===== config.mk =====
export PLATFORM = sky130hd
export DESIGN_NAME = level_countdown_timer
export DESIGN_NICKNAME = d
export VERILOG_FILES = /design/src/rtl/timer_pkg.sv /design/src/rtl/sec_to_bcd.sv /design/src/rtl/level_countdown_timer.sv
export SDC_FILE = /design/constraint.sdc
export NUM_CORES = 1
export LEC_CHECK = 0
export ABC_CLOCK_PERIOD_IN_PS = 4600
export CAP_MARGIN = 10
export CORE_MARGIN = 5
export CORE_UTILIZATION = 25
export CTS_CLUSTER_DIAMETER = 40
export DETAILED_ROUTE_END_ITERATION = 7
export HOLD_SLACK_MARGIN = 0.05
export PLACE_DENSITY = 0.48
export SLEW_MARGIN = 5
export SYNTH_ARGS = -nofsm -noshare
export SYNTH_HDL_FRONTEND = slang
export SYNTH_SLANG_ARGS = --single-unit
export TNS_END_PERCENT = 30

===== constraint.sdc =====
create_clock -name clk -period 4.6 [get_ports clk]
set_input_delay 0.92 -clock clk [delete_from_list [all_inputs] [get_ports clk]]
set_output_delay 0.92 -clock clk [all_outputs]
set_load 0.005 [all_outputs]

===== src/rtl/timer_pkg.sv =====
// Shared types and widths for the level countdown timer and its BCD helper.
// Holds the timer state enum and the binary/BCD digit widths.
package timer_pkg;

   typedef enum logic [1:0] {
      IDLE,
      RUN,
      PAUSED,
      EXPIRED
   } timer_state_t;

   localparam int SECS_W = 7;
   localparam int BCD_W  = 4;

endpackage


===== src/rtl/sec_to_bcd.sv =====
// Combinational 0..99 binary to two BCD digits, also used by the score display.
// Ports: bin (7-bit binary in), tens / ones (4-bit BCD digits out).
module sec_to_bcd
   import timer_pkg::*;
(
   input  logic [SECS_W-1:0] bin,
   output logic [BCD_W-1:0]  tens,
   output logic [BCD_W-1:0]  ones
);

   logic [SECS_W-1:0] base;

   // Constant compare chain: the last threshold met picks the tens digit.
   always_comb begin
      tens = '0;
      base = '0;
      for (int i = 1; i <= 9; i++) begin
         if (bin >= SECS_W'(i * 10)) begin
            tens = BCD_W'(i);
            base = SECS_W'(i * 10);
         end
      end
      ones = BCD_W'(bin - base);
   end

endmodule


===== src/rtl/level_countdown_timer.sv =====
// Per-level countdown timer: loads START_SECS on start, counts down on tick,
// adds bonus seconds, flags low time / expiry and drives two BCD digits.
// Ports: clk, reset (async high), tick, start, pause, add_bonus in;
// secs_left, digit_tens, digit_ones, running, low_time, warn, expired out.
// Macro TIMER_WARN_BLINK_EN: warn blinks on accepted low-time ticks;
// otherwise warn simply mirrors low_time.
module level_countdown_timer
   import timer_pkg::*;
#(
   parameter int START_SECS = 60,
   parameter int BONUS_SECS = 10,
   parameter int MAX_SECS   = 99,
   parameter int LOW_THRESH = 10
) (
   input  logic              clk,
   input  logic              reset,
   input  logic              tick,
   input  logic              start,
   input  logic              pause,
   input  logic              add_bonus,
   output logic [SECS_W-1:0] secs_left,
   output logic [BCD_W-1:0]  digit_tens,
   output logic [BCD_W-1:0]  digit_ones,
   output logic              running,
   output logic              low_time,
   output logic              warn,
   output logic              expired
);

   timer_state_t      state;
   logic              tick_dec;
   logic              expire;
   logic [7:0]        run_sum;
   logic [7:0]        bonus_sum;
   logic [SECS_W-1:0] run_sat;
   logic [SECS_W-1:0] bonus_sat;

   function automatic logic is_low(input logic [SECS_W-1:0] v);
      return (v != '0) && (v <= SECS_W'(LOW_THRESH));
   endfunction

   // Guard the decrement so a zero count can never wrap.
   assign tick_dec = tick && (secs_left != '0);
   assign expire   = tick && !add_bonus && (secs_left == SECS_W'(1));

   always_comb begin
      bonus_sum = {1'b0, secs_left} + 8'(BONUS_SECS);
      run_sum   = {1'b0, secs_left} - {7'd0, tick_dec}
                + (add_bonus ? 8'(BONUS_SECS) : 8'd0);
      run_sat   = (run_sum > 8'(MAX_SECS)) ?
                  SECS_W'(MAX_SECS) : run_sum[SECS_W-1:0];
      bonus_sat = (bonus_sum > 8'(MAX_SECS)) ?
                  SECS_W'(MAX_SECS) : bonus_sum[SECS_W-1:0];
   end

   always_ff @(posedge clk or posedge reset) begin
      if (reset) begin
         state     <= IDLE;
         secs_left <= '0;
         expired   <= 1'b0;
`ifdef TIMER_WARN_BLINK_EN
         warn      <= 1'b0;
`endif
      end else begin
         expired <= 1'b0;
         if (start) begin
            secs_left <= SECS_W'(START_SECS);
            state     <= pause ? PAUSED : RUN;
`ifdef TIMER_WARN_BLINK_EN
            warn      <= 1'b0;
`endif
         end else begin
            unique case (state)
               RUN: begin
                  if (pause) begin
                     state <= PAUSED;
                  end else if (expire) begin
                     secs_left <= '0;
                     state     <= EXPIRED;
                     expired   <= 1'b1;
`ifdef TIMER_WARN_BLINK_EN
                     warn      <= 1'b0;
`endif
                  end else begin
                     secs_left <= run_sat;
`ifdef TIMER_WARN_BLINK_EN
                     if (!is_low(run_sat))
                        warn <= 1'b0;
                     else if (tick && low_time)
                        warn <= ~warn;
`endif
                  end
               end
               PAUSED: begin
                  if (add_bonus) begin
                     secs_left <= bonus_sat;
`ifdef TIMER_WARN_BLINK_EN
                     if (!is_low(bonus_sat))
                        warn <= 1'b0;
`endif
                  end
                  if (!pause)
                     state <= RUN;
               end
               default: ;
            endcase
         end
      end
   end

   assign running  = (state == RUN) || (state == PAUSED);
   assign low_time = running && is_low(secs_left);

`ifndef TIMER_WARN_BLINK_EN
   assign warn = low_time;
`endif

   sec_to_bcd u_bcd (
      .bin  (secs_left),
      .tens (digit_tens),
      .ones (digit_ones)
   );

endmodule


* After elaboration in Yosys (flattened, before gate mapping) *
Cells that the tools add are included.

cells by class
  $mul = 0
  reduce and logical (&&, ||, !) cells = 11
  div/mod/pow operators = 0
  bitwise gates (word level) = 0
  mux-type cells = 36
  order comparisons = 12
  shift operators = 0
  add/subtract/negate cells = 4
  equal/unequal tests = 7

operators with widths
  cell                                                                count
  2-to-1 mux 4 bit                                                    12
  2-to-1 mux 7 bit                                                    6
  greater-or-equal comparator 7 x 6 -> 1 bit (second input constant)  3
  greater-or-equal comparator 7 bit (second input constant)           3
  > comparator 8 x 7 -> 1 bit (second input constant)                 2
  greater-or-equal comparator 7 x 5 -> 1 bit (second input constant)  2
  2-to-1 mux 2 bit                                                    7
  one-hot mux 7 bit (2 select lines)                                  1
  2-to-1 mux 3 bit                                                    4
  != test 3 bit (second input constant)                               3
  adder 7 x 4 -> 8 bit (second input constant)                        1
  adder 8 x 4 -> 8 bit                                                1
  subtractor 7 x 1 -> 8 bit                                           1
  == test 7 x 1 -> 1 bit (second input constant)                      1
  greater-or-equal comparator 7 x 4 -> 1 bit (second input constant)  1
  less-or-equal comparator 7 x 4 -> 1 bit (second input constant)     1
  nonzero test 7 bit                                                  1
  AND reduction 3 bit                                                 2
  logical AND 1 bit                                                   5
  2-to-1 mux 1 bit                                                    5
  != test 4 bit (second input constant)                               1
  one-hot mux 2 bit (2 select lines)                                  1
  subtractor 4 bit                                                    1
  nonzero test 3 bit                                                  1
  other kinds (4)                                                     4

word-level totals
  latch bits = 0
  memories kept = 0
  output and inout port bits = 19
  flip-flop bits (word level) = 10
  input port bits = 6
  word-level logic and storage cells = 73
  memory bits (read-only) = 0
  RAM bits = 0

* Depth between registers and ports, before layout *
Gate-level depths: netlist of the first run.

  depth after elaboration = 11
  gate-level depth with buffers = 16
  depth with buffers taken out = 16

* By module *
A second synthesis of the first run with hierarchy kept.

unflattened totals
  cell total of the unflattened synthesis = 206
  area total of the unflattened synthesis = 1646.6 sq um

modules (own cells, without submodules)
  module                 instances  sequential area each (sq um)  cells each  area each (sq um)
  level_countdown_timer  1          250.2                         164         1336.3
  sec_to_bcd             1          0.0                           42          310.3

* Worst setup path before layout of the first run *
OpenSTA, ideal clock, no wires.

  kind = reg-to-output
  start point = register secs_left[5]
  end point = output digit_ones[3]
  arrival = 3.237 ns
  cell stages (with the launch flop) = 15
  path buffers = 0
  data required time = 3.680 ns
  setup slack = 0.443 ns
  path through = dfrtp_1 inv_1 ha_1 nor4b_2 o22a_1 a21oi_1 o21a_1 a31oi_1 o21ai_1 ha_1 fa_1 xor2_1 or2_2 mux2i_1 or4_1

on the way
  longest elaborated chain between the ends = 11
  elaborated cells between the ends (all ways) = 19
  classes of those cells = add/sub: 1; order compare: 9; mux: 9

RTL lines
  element                                     line                         text
  start: declaration                          level_countdown_timer.sv:21  output logic [SECS_W-1:0] secs_left,
  start signal: assignment                    level_countdown_timer.sv:67  secs_left <= SECS_W'(START_SECS);
  start signal: assignment                    level_countdown_timer.sv:85  secs_left <= run_sat;
  start signal: assignment                    level_countdown_timer.sv:96  secs_left <= bonus_sat;
  greater-or-equal comparator 7 x 4 -> 1 bit  sec_to_bcd.sv:18             if (bin >= SECS_W'(i * 10)) begin
  2-to-1 mux 4 bit (8 in series)              sec_to_bcd.sv:18
  2-to-1 mux 4 bit (*)                        sec_to_bcd.sv:18
  subtractor 4 bit (*)                        sec_to_bcd.sv:23             ones = BCD_W'(bin - base);
  end: declaration                            level_countdown_timer.sv:23  output logic [BCD_W-1:0] digit_ones,

Mark *: on every way between the ends. The rest lies on a longest branch, timed or not.

* Worst setup path in the final report of the first run *
  start point = register secs_left[4]
  end point = output digit_ones[3]

Same word-level chain as after synthesis.

==> results.ini, run 1 <==
[run_status]
status=complete, no violations

[yosys]
synthTopCellsByArea=dfrtp_1 15%, ha_1 15%, inv_1 5.2%
synth_top_area_frac=0.1520
syn_avg_cell_area_um2=7.730
async_flop_share=1.000
synth_enable_flop_cells=0
syn_nets=241
synth_seq_cells=10
ys_types=57
seq_area_frac_synth=0.1520
netlist_instances=213
syn_area_um2=1647
ys_warn_count=0
synth_flop_cell=dfrtp_1
yosysTopAreaCell=dfrtp_1

[routing]
ant_nets=0
dr.pass1.iters=4
routed_via_density=5.083
routedWlPerCell_um=15.19
drc=0
routed_wl_um=5119
drt-initial-drc-count=101
num_vias=1713

[floorplan]
die_area_um2=8309
initial_utilization=0.2578
fp-row-count=29
die_h_um=91.16
dieWidth_um=91.16
core_area_um2=6386
ios=25

[grt]
met2_usage=0.1767
antenna_found_initial=0
grt_first_pass_wirelength_um=7962
grt_overflow=0
use_met1=0.1721
grt_max_degree=17
top_usage_layer=met2
grt_usage=0.1149
grt_pass1_vias=1599
met3_usage=0.01488

[setup_path]
r2r-end=secs_left[0]$_DFFE_PP0P_
crit_required_ns=3.68
end_kind=output port
cp_max_fo=16
reg2reg_depth=18
regToRegStartpoint=secs_left[4]$_DFFE_PP0P_
rrSetupSlack_ns=0.93
startpoint_type=register
critical_path_class=reg -> out
arrival_ns=3.48

[finish]
final_cells=337
syn_to_final_growth_pct=34.57
num_antenna_cells=0
final_util=0.3470
layout_common_cells=29 x buf_4, 23 x clkdlybuf4s50_1, 21 x inv_1, 19 x ha_1, 17 x nand2_1
nets=289
layout_commonest_cell=buf_4
drive_above_1_share=0.2000
nFillCells=655

[power]
p_per_area_nw_per_um2=888.3
power.leakage_nw=1.005
vdd_drop_max_uv=566.3

[cts]
cts.sinks=10
numCtsBuffers=3
clockRootBuffer=clkbuf_8
postCtsHoldBufs=0
htree_levels=1
cts_tree=yes
clk_pin_slew_ns=0.05
clk_latency_ns=0.24
clockBufferDepth=2

[sta]
final.setup_skew_ns=0.003553
whs_ns=0.6299
hold_viol_final=0
slew_viol_final=0
worst_slew_pin_slew_ns=0.5498
finalCriticalPeriod_ns=4.400
slew_headroom=0.6319
fin_crit_sh=0.9566
rsz0062_at_grt=false
setup_viol=0
max_freq_mhz=227.2

[hold_path]
hold_class=reg -> reg
hold_depth=2
min_to=state[0]$_DFFE_PP0P_
min_from=state[0]$_DFFE_PP0P_

[place]
placed_cells=327
gp_congestion=0.8652
port_buffers=24
hpwl_um=4051

[flow_run]
maxCapViolCount=0

-- registers in the layout, indices dropped and copies added (netlist names) --
register and count:
expired 1, secs_left 7, state 2
-- worst max-delay path: stages (launching register included) --
cell      delay [ns]
dfrtp_1         0.38
buf_4           0.23
ha_1            0.17
inv_1           0.06
o31ai_1         0.37
nand2_1         0.10
a31oi_1         0.17
o21ai_1         0.10
ha_2            0.21
fa_2            0.40
xor2_2          0.17
buf_4           0.15
and3_1          0.16
or4_1           0.45
clkbuf_2        0.12
-- worst max-delay path by stage --
stage	to	slack [ns]	cells after the start	start
4_1_cts	digit_ones[3]	0.09	15	secs_left[4]$_DFFE_PP0P_
3_3_place_gp	digit_ones[3]	0.09	14	secs_left[4]$_DFFE_PP0P_
5_1_grt	digit_ones[3]	0.01	15	secs_left[4]$_DFFE_PP0P_
6_report	digit_ones[3]	0.20	14	secs_left[4]$_DFFE_PP0P_
2_1_floorplan	digit_ones[3]	0.44	14	secs_left[5]$_DFFE_PP0P_
3_5_place_dp	digit_ones[3]	-0.02	15	secs_left[5]$_DFFE_PP0P_
-- report_power, final --
part           internal [mW]  switching, mW  leakage, nW
clock network         0.0756         0.0388       0.0288
registers              0.118         0.0519        0.117
logic                  0.851          0.833        0.859
-- Yosys cell counts, types with 2 or more instances --
cell and instances:
o21ai_0 9, xnor2_1 4, o21a_1 3, a22oi_1 2
nand2b_1 8, a21oi_1 15, fa_1 2, nor2b_1 3
buf_6 2, and3b_1 2, or3_1 2, o31ai_1 3
buf_2 4, clkbuf_1 2, or4_1 4, a31oi_1 5
o211ai_1 3, xor2_1 2, nor4b_2 2, nand2_1 17
a21o_1 3, nor3b_1 2, nor3_1 7, ha_1 20
buf_4 2, o211a_1 2, dfrtp_1 10, nor2_1 16
inv_1 23, o21ai_1 2, nand3_1 6
-- kinds of logic after synthesis --
group                      after synthesis  synth area share
AOI/OAI and AO/OA                       63            0.2682
xor gates and xnor gates                 6           0.03191
adders and majority gates               22            0.1763
buffers and inverters                   33           0.09194
DFF                                     10            0.1520
muxes                                    2           0.01520
and+or+nand+nor                         77            0.2645
-- per-stage QoR --
| step | cell area (um2) | setup TNS (ns) | worst slack (ns) | power, mW |
|---|---|---|---|---|
| floorplan | 1647 | 0 | 0.4432 | 1.130 |
| global placement | 2091 | 0 | 0.08706 | 1.775 |
| detailed placement | 2091 | -0.01835 | -0.01835 | 1.752 |
| CTS | 2191 | 0 | 0.09342 | 1.938 |
| global route | 2216 | 0 | 0.01230 | 2.148 |
| finish | 2216 | 0 | 0.1995 | 1.968 |
-- layout make-up --
class	count	area, um2	share of cell area
repair buffers	53	452.9	0.2044
inverters	23	86.33	0.03896
multi-input cells	170	1275	0.5754
flip-flops and latches	10	250.2	0.1129
well taps	77	96.34	0.04348
clock buffers	4	55.05	0.02484
-- routing by layer --
metal	share of wire	wire length (um)
met1	0.51	2603
met2	0.45	2325
met3	0.033	171
met4	0.0035	18
met5	0	0
-- repair_timing --
action	in CTS	in global routing
endpoints found under the hold margin	0	0
pin swaps	4	6
setup endpoints to repair	1	1
resized for setup	6	6
setup buffers	4	2
(Power assumes the default switching activity.)
==> run 2: changes to the inputs <==
--- a/config.mk
+++ b/config.mk
@@ -5,6 +5,7 @@
 export SDC_FILE = /design/constraint.sdc
 export NUM_CORES = 1
 export LEC_CHECK = 0
+export ABC_AREA = 1
 export ABC_CLOCK_PERIOD_IN_PS = 4600
 export CAP_MARGIN = 10
 export CORE_MARGIN = 5
==> constraint.sdc (replaced) <==
create_clock -name clk -period 4.6 [get_ports clk]
set_input_delay 0.92 -clock clk [delete_from_list [all_inputs] [get_ports clk]]
set_output_delay 0.92 -clock clk [all_outputs]
set_load 0.1 [all_outputs]
==> run 2 against run 1 <==
Wire length is 9.8% lower. Cell count is 7.7% higher. Fmax is 3.6% higher. Core utilization is 3.8 points lower. Global-route usage is 0.23 points lower. Sequential share of layout area is 0.74 points higher. Critical path type unchanged. Largest cell class unchanged.
==> results.ini, run 2 <==
[routing]
routedWlPerCell_um=12.71  ; -16%
num_vias=1657  ; -3.3%
drc=0  ; unchanged
ant_nets=0  ; unchanged
routed_wl_um=4615  ; -9.8%
routed_via_density=4.565  ; -10%
drt-initial-drc-count=78  ; -23%
dr.pass1.iters=4  ; unchanged

[yosys]
synth-adder-area-share=0.1682  ; -0.008054
yosysTopAreaCell=dfrtp_1
syn_avg_cell_area_um2=6.662  ; -14%
synthXorXnorAreaFrac=0.03046  ; -0.001458
async_flop_share=1.000  ; unchanged
synth_flop_cell=dfrtp_1
seq_area_frac_synth=0.1450  ; -0.006943
synth_compound_area_frac=0.1139  ; -0.1544
synth_enable_flop_cells=0  ; unchanged
synth_mux_area_frac=0  ; -0.01520
synth_seq_cells=10  ; unchanged
synthTopCellsByArea=dfrtp_1 15%, ha_1 15%, nand2_1 14%
synth_top_family_by_area=simple AND/OR/NAND/NOR gates
netlist_instances=259  ; +22%
yosysMostFrequentCell=nand2_1
ys_types=42  ; -26%
syn_nets=287  ; +19%
syn_area_um2=1725  ; +4.8%
synth_top_area_frac=0.1450  ; -0.006943
ys_warn_count=0  ; unchanged
synthSimpleGateAreaFrac=0.3974  ; +0.1330
synth_common_cells=63 x nand2_1, 42 x inv_1, 21 x nor2_1

[setup_path]
critical_path_class=reg -> out
r2r-end=secs_left[1]$_DFFE_PP0P_
critPathSlowestCell=dfrtp_1
startpoint_type=register
regToRegStartpoint=secs_left[5]$_DFFE_PP0P_
arrival_ns=3.33  ; -0.15 ns
path_common_cell=nand2_1
critPathTopFamily=adder cells
crit_buf_inv=5  ; +1
rrSetupSlack_ns=1.27  ; +0.34 ns
crit_required_ns=3.68  ; about the same
cp_max_fo=12  ; -4
end_kind=output port
reg2reg_depth=21  ; +3
crit_path_cell_trace=inv_6 -> ha_1 -> inv_1 -> nor2_1 -> nand3_1 -> nand2_1 -> a21oi_1 -> o21ai_1 -> nand2_1 -> nand2_1 -> nand2_1 -> nand2_1 -> ha_1 -> fa_1 -> xor2_1 -> inv_1 -> nand3_1 -> nand2_1 -> clkinvlp_4 -> buf_12
slowest_delay_ns=0.70  ; +0.25 ns

[floorplan]
initial_utilization=0.2554  ; -0.002467
die_area_um2=8663  ; +4.3%
ios=25  ; unchanged
die_h_um=93.08  ; +2.1%
fp-row-count=30  ; +3.4%
dieWidth_um=93.08  ; +2.1%
core_area_um2=6756  ; +5.8%

[sta]
hold_viol_final=0  ; unchanged
worst_slew_pin_slew_ns=0.9870  ; +0.4372 ns
finalCriticalPeriod_ns=4.246  ; -0.1549 ns
fin_crit_sh=0.9230  ; -0.03366
setup_viol=0  ; unchanged
slew_viol_final=0  ; unchanged
max_freq_mhz=235.5  ; +3.6%
final.setup_skew_ns=0.003636  ; +0.00008276 ns
rsz0062_at_grt=false
slew_headroom=0.3399  ; -0.2919

[finish]
layout_common_cells=63 x nand2_1, 40 x inv_1, 20 x nand3_1, 20 x nor2_1, 20 x ha_1
nets=312  ; +8.0%
drive_above_1_share=0.1661  ; -0.03392
regMostFlops=secs_left
num_antenna_cells=0  ; unchanged
final_util=0.3094  ; -0.03754
layout_commonest_cell=nand2_1
largest_reg_flops=7  ; unchanged
syn_to_final_growth_pct=21.18
reg.largest.list=secs_left (7), state (2), expired (1)

[hold_path]
min_from=state[1]$_DFFE_PP0P_
hold_depth=2  ; unchanged
min_to=state[1]$_DFFE_PP0P_
hold_class=reg -> reg

[cts]
post_cts_buffers=0  ; -4
clockBufferDepth=2  ; unchanged
htree_levels=1  ; unchanged
clk_pin_slew_ns=0.05  ; about the same
clockRootBuffer=clkbuf_8
cts.sinks=10  ; unchanged
cts_tree=yes
numCtsBuffers=3  ; unchanged
clk_latency_ns=0.24  ; about the same

[flow_run]
maxCapViolCount=0  ; unchanged

[grt]
grt_usage=0.1126  ; -0.002256
grt_first_pass_wirelength_um=8031  ; +0.87%
grt_overflow=0  ; unchanged
grt_pass1_vias=1596  ; -0.19%
grt_max_degree=13  ; -4
antenna_found_initial=0  ; unchanged

[place]
hpwl_um=3799  ; -6.2%
gp_congestion=0.8011  ; -7.4%
port_buffers=24  ; unchanged

[run_status]
status=complete, no violations

==> run 2: cell types whose count changed in the layout (fill, tap and decap cells not counted), moves of 6 or more <==
cell,change
buf_4,-21
nand2b_1,-7
clkdlybuf4s50_1,-7
inv_2,+6
nand2_1,+46
inv_1,+19
nand3_1,+14
o21ai_0,-7
nand4_1,+9
==> run 2: cell type report <==
class	count	area, um2
Clock buffer	4	55.05
Fill cell	739	4666
Inverter	52	211.5
Multi-Input combinational cell	192	1232
Sequential cell	10	251.5
Tap cell	80	100.1
Timing Repair Buffer	25	240.2
==> run 2: through the flow <==
| step | setup TNS (ns) | hold slack, ns | cell area (um2) | worst slack (ns) | instances |
|---|---|---|---|---|---|
| 6_report | 0 | 0.5770 | 2091 | 0.3544 | 363 |
| 3_3_place_gp | 0 | 0.5607 | 2036 | 0.5835 | 359 |
| 4_1_cts | 0 | 0.5846 | 2091 | 0.2654 | 363 |
| 5_1_grt | 0 | 0.6216 | 2091 | 0.05234 | 363 |
| 3_5_place_dp | 0 | 0.5772 | 2036 | 0.5388 | 359 |
| 2_1_floorplan | -1.971 | 0.5188 | 1738 | -0.8623 | 259 |
==> run 2: worst max path at each step <==
| stage | startpoint | to | slack [ns] | cells past startpoint |
|---|---|---|---|---|
| 2_1_floorplan | secs_left[5]$_DFFE_PP0P_ | digit_ones[3] | -0.86 | 15 |
| 3_3_place_gp | secs_left[2]$_DFFE_PP0P_ | digit_ones[3] | 0.58 | 18 |
| 3_5_place_dp | secs_left[2]$_DFFE_PP0P_ | digit_ones[3] | 0.54 | 17 |
| 4_1_cts | secs_left[2]$_DFFE_PP0P_ | digit_ones[3] | 0.27 | 17 |
| 5_1_grt | secs_left[4]$_DFFE_PP0P_ | digit_ones[3] | 0.05 | 20 |
| 6_report | secs_left[4]$_DFFE_PP0P_ | digit_ones[3] | 0.35 | 20 |
==> run 2: metal layers <==
metal  part of all wire  global-route usage  vias to the layer above
met2               0.46              0.1848                       31
met3              0.038             0.01448                        7
li1                   -                   -                      870
met5                  0                   0                        -
met1               0.49              0.1593                      749
met4              0.010             0.01954                        0
==> run 2: cell families after synthesis <==
kind of cell / after synthesis
AND/OR/NAND/NOR: 136
buffers and inverters: 57
AO/OA/AOI/OAI: 31
adder cells (fa/ha/maj): 22
flip-flops: 10
XOR/XNOR: 3
==> run 2: repair_timing <==
action / in CTS / in global routing
resized for setup: 0 / 1
hold buffers: 0 / 0
setup endpoints to repair: 0 / 1
==> run 2: tightest hold or removal path: cells and delay by family (launching register included) <==
family | cells | cell delay [ns]
flops | 1 | 0.38
buf+inv | 1 | 0.08
compound gates | 1 | 0.07
Power of run 2 is not shown: default switching activity piles up to over one toggle a cycle in this logic, so the estimate is an artifact.
==> run 3: changes to the inputs <==
--- a/config.mk
+++ b/config.mk
@@ -9,11 +9,11 @@
 export ABC_CLOCK_PERIOD_IN_PS = 4600
 export CAP_MARGIN = 10
 export CORE_MARGIN = 5
-export CORE_UTILIZATION = 25
+export CORE_UTILIZATION = 55
 export CTS_CLUSTER_DIAMETER = 40
 export DETAILED_ROUTE_END_ITERATION = 7
 export HOLD_SLACK_MARGIN = 0.05
-export PLACE_DENSITY = 0.48
+export PLACE_DENSITY = 0.86
 export SLEW_MARGIN = 5
 export SYNTH_ARGS = -nofsm -noshare
 export SYNTH_HDL_FRONTEND = slang
==> run 3 against run 2 <==
Via count increased by 4.5%. Worst hold slack improved by 0.0045 ns. Flip-flop and latch count unchanged. Design area decreased by 3.8%. Sequential share of layout area increased by 0.47 points. Die area decreased by 50%. First-iteration DRC count increased by 42%. Cell count decreased by 10%. Register-to-register slack got worse by 0.07 ns. Clock skew increased by 0.0055 ns. Global-route usage increased by 9.9 points. Worst setup slack got worse by 0.0048 ns. Critical path type unchanged. Largest cell class unchanged.
==> results.ini, run 3 (same netlist as run 2, synthesis figures left out) <==
[finish]
largest_reg_flops=7  ; unchanged
drive_above_1_share=0.1560  ; -0.01005
reg.largest.list=secs_left (7), state (2), expired (1)
regMostFlops=secs_left
nFillCells=265  ; -64%
final_cells=326  ; -10%
final_area_um2=2012  ; -3.8%
syn_to_final_growth_pct=16.61
layout_common_cells=63 x nand2_1, 40 x inv_1, 20 x nand3_1, 20 x nor2_1, 20 x ha_1
layout_commonest_cell=nand2_1
num_antenna_cells=0  ; unchanged
nets=311  ; -0.32%

[cts]
clockRootBuffer=clkbuf_4
cts.sinks=10  ; unchanged
numCtsBuffers=3  ; unchanged
clk_pin_slew_ns=0.07  ; +0.02 ns
postCtsHoldBufs=0  ; unchanged
clockBufferDepth=2  ; unchanged
clk_latency_ns=0.27  ; +0.03 ns
htree_levels=1  ; unchanged
cts_tree=yes

[grt]
grt_usage=0.2118  ; +0.09919
grt_first_pass_wirelength_um=7293  ; -9.2%
grt_pass1_vias=1633  ; +2.3%
grt_max_degree=13  ; unchanged
grt_overflow=0  ; unchanged
antenna_found_initial=0  ; unchanged

[place]
placed_cells=322  ; -10%
dpl_cell_area_um2=1986  ; -2.5%
hpwl_um=3453  ; -9.1%
gp_congestion=0.9099  ; +14%
port_buffers=24  ; unchanged

[setup_path]
cp_max_fo=12  ; unchanged
path_common_cell=nand2_1
crit_path_cell_trace=inv_6 -> ha_1 -> inv_1 -> nor2_1 -> nand3_1 -> nand2_1 -> a21oi_1 -> o21ai_1 -> nand2_1 -> nand2_1 -> nand2_1 -> nand2_1 -> ha_1 -> fa_1 -> xor2_1 -> inv_1 -> nand3_1 -> nand2_1 -> clkinvlp_4 -> buf_12
startpoint_type=register
crit_buf_inv=5  ; unchanged
critPathSlowestCell=dfrtp_1
arrival_ns=3.33  ; about the same
critPathTopFamily=adder cells
slowest_delay_ns=0.69  ; about the same
critical_path_class=reg -> out
crit_required_ns=3.68  ; about the same
end_kind=output port

[sta]
hold_viol_final=0  ; unchanged
finalCriticalPeriod_ns=4.250  ; +0.004835 ns
final.setup_skew_ns=0.009159  ; +0.005523 ns
slew_headroom=0.3406  ; +0.0006980
rsz0062_at_grt=false
slew_viol_final=0  ; unchanged
setup_viol=0  ; unchanged
worst_slew_pin_slew_ns=0.9859  ; -0.001044 ns
fin_crit_sh=0.9240  ; +0.001051
max_freq_mhz=235.3  ; -0.11%

[floorplan]
fp-row-count=20  ; -33%
die_h_um=66.01  ; -29%
ios=25  ; unchanged
initial_utilization=0.5698  ; +0.3145
die_area_um2=4357  ; -50%
core_area_um2=3028  ; -55%
dieWidth_um=66.01  ; -29%

[routing]
dr.pass1.iters=5  ; +1
drc=0  ; unchanged
drt-initial-drc-count=111  ; +42%
routedWlPerCell_um=12.90  ; +1.4%
ant_nets=0  ; unchanged
routed_via_density=5.313  ; +16%
num_vias=1732  ; +4.5%
routed_wl_um=4204  ; -8.9%

[hold_path]
hold_class=reg -> reg

[run_status]
status=complete, no violations

[flow_run]
maxCapViolCount=0  ; unchanged

[run 3: changes by cell type in the layout (fill, tap and decap cells not counted), sizes merged]
cell / delta
buf: -2
clkdlybuf4s50: +1
[run 3: metal layers]
| layer | vias to the layer above | global-route usage | routed length, um |
|---|---|---|---|
| met5 | - | 0 | 0 |
| met4 | 0 | 0.06853 | 63 |
| met3 | 6 | 0.02551 | 322 |
| met2 | 75 | 0.3442 | 1884 |
| met1 | 780 | 0.2903 | 1934 |
| li1 | 871 | - | - |
[run 3: area by class of cell]
| type | count | area (um2) | area share |
|---|---|---|---|
| clock buffers | 4 | 26.28 | 0.01306 |
| inverters | 52 | 211.5 | 0.1051 |
| multi-input cells | 192 | 1232 | 0.6126 |
| flip-flops and latches | 10 | 251.5 | 0.1250 |
| well taps | 44 | 55.05 | 0.02736 |
| repair buffers | 24 | 235.2 | 0.1169 |
[run 3: path summary, 6_finish.rpt]
path / start / end / slack, ns / cells after the start
worst max-delay path: secs_left[4]$_DFFE_PP0P_ / digit_ones[3] / 0.35 / 20
worst min-delay path: state[1]$_DFFE_PP0P_ / state[1]$_DFFE_PP0P_ / 0.58 / 2
worst max register to register: secs_left[5]$_DFFE_PP0P_ / secs_left[1]$_DFFE_PP0P_ / 1.20 / 21
worst min register to register: state[1]$_DFFE_PP0P_ / state[1]$_DFFE_PP0P_ / 0.58 / 2
max in group asynchronous: reset / secs_left[5]$_DFFE_PP0P_ / 3.36 / 2
min in group asynchronous: reset / expired$_DFF_PP0_ / 0.93 / 2
[run 3: per-stage QoR]
| step | util | worst slack [ns] | setup TNS [ns] | hold WS (ns) |
|---|---|---|---|---|
| floorplan | - | -0.8623 | -1.971 | 0.5188 |
| global placement | 0.6558 | 0.7151 | 0 | 0.5608 |
| detailed placement | 0.6558 | 0.6657 | 0 | 0.5731 |
| CTS | 0.6645 | 0.3546 | 0 | 0.5809 |
| global route | 0.6645 | 0.0007192 | 0 | 0.6377 |
| finish | 0.6645 | 0.3496 | 0 | 0.5815 |
[run 3: timing repair]
item	CTS	global route
endpoints found under the setup margin	0	1
setup buffers	0	0
resized for setup	0	1
[run 3: worst register-to-register path, cell delays in order, from the launching register on]
cell and delay [ns]:
dfrtp_2 0.44, inv_1 0.27, ha_1 0.21, inv_1 0.05, nor2_1 0.12, nand2_1 0.14, nor3_1 0.36, nor2_1 0.08
ha_1 0.19, inv_1 0.05, ha_1 0.17, fa_1 0.44, a21oi_1 0.16, nand3_1 0.09, nand2_1 0.07, inv_2 0.03
nand2_2 0.09, nand3_1 0.08, nand2_1 0.06, nand2_1 0.07, nand2_1 0.06, nand2_1 0.04
Power of run 3 is left out for the same reason.
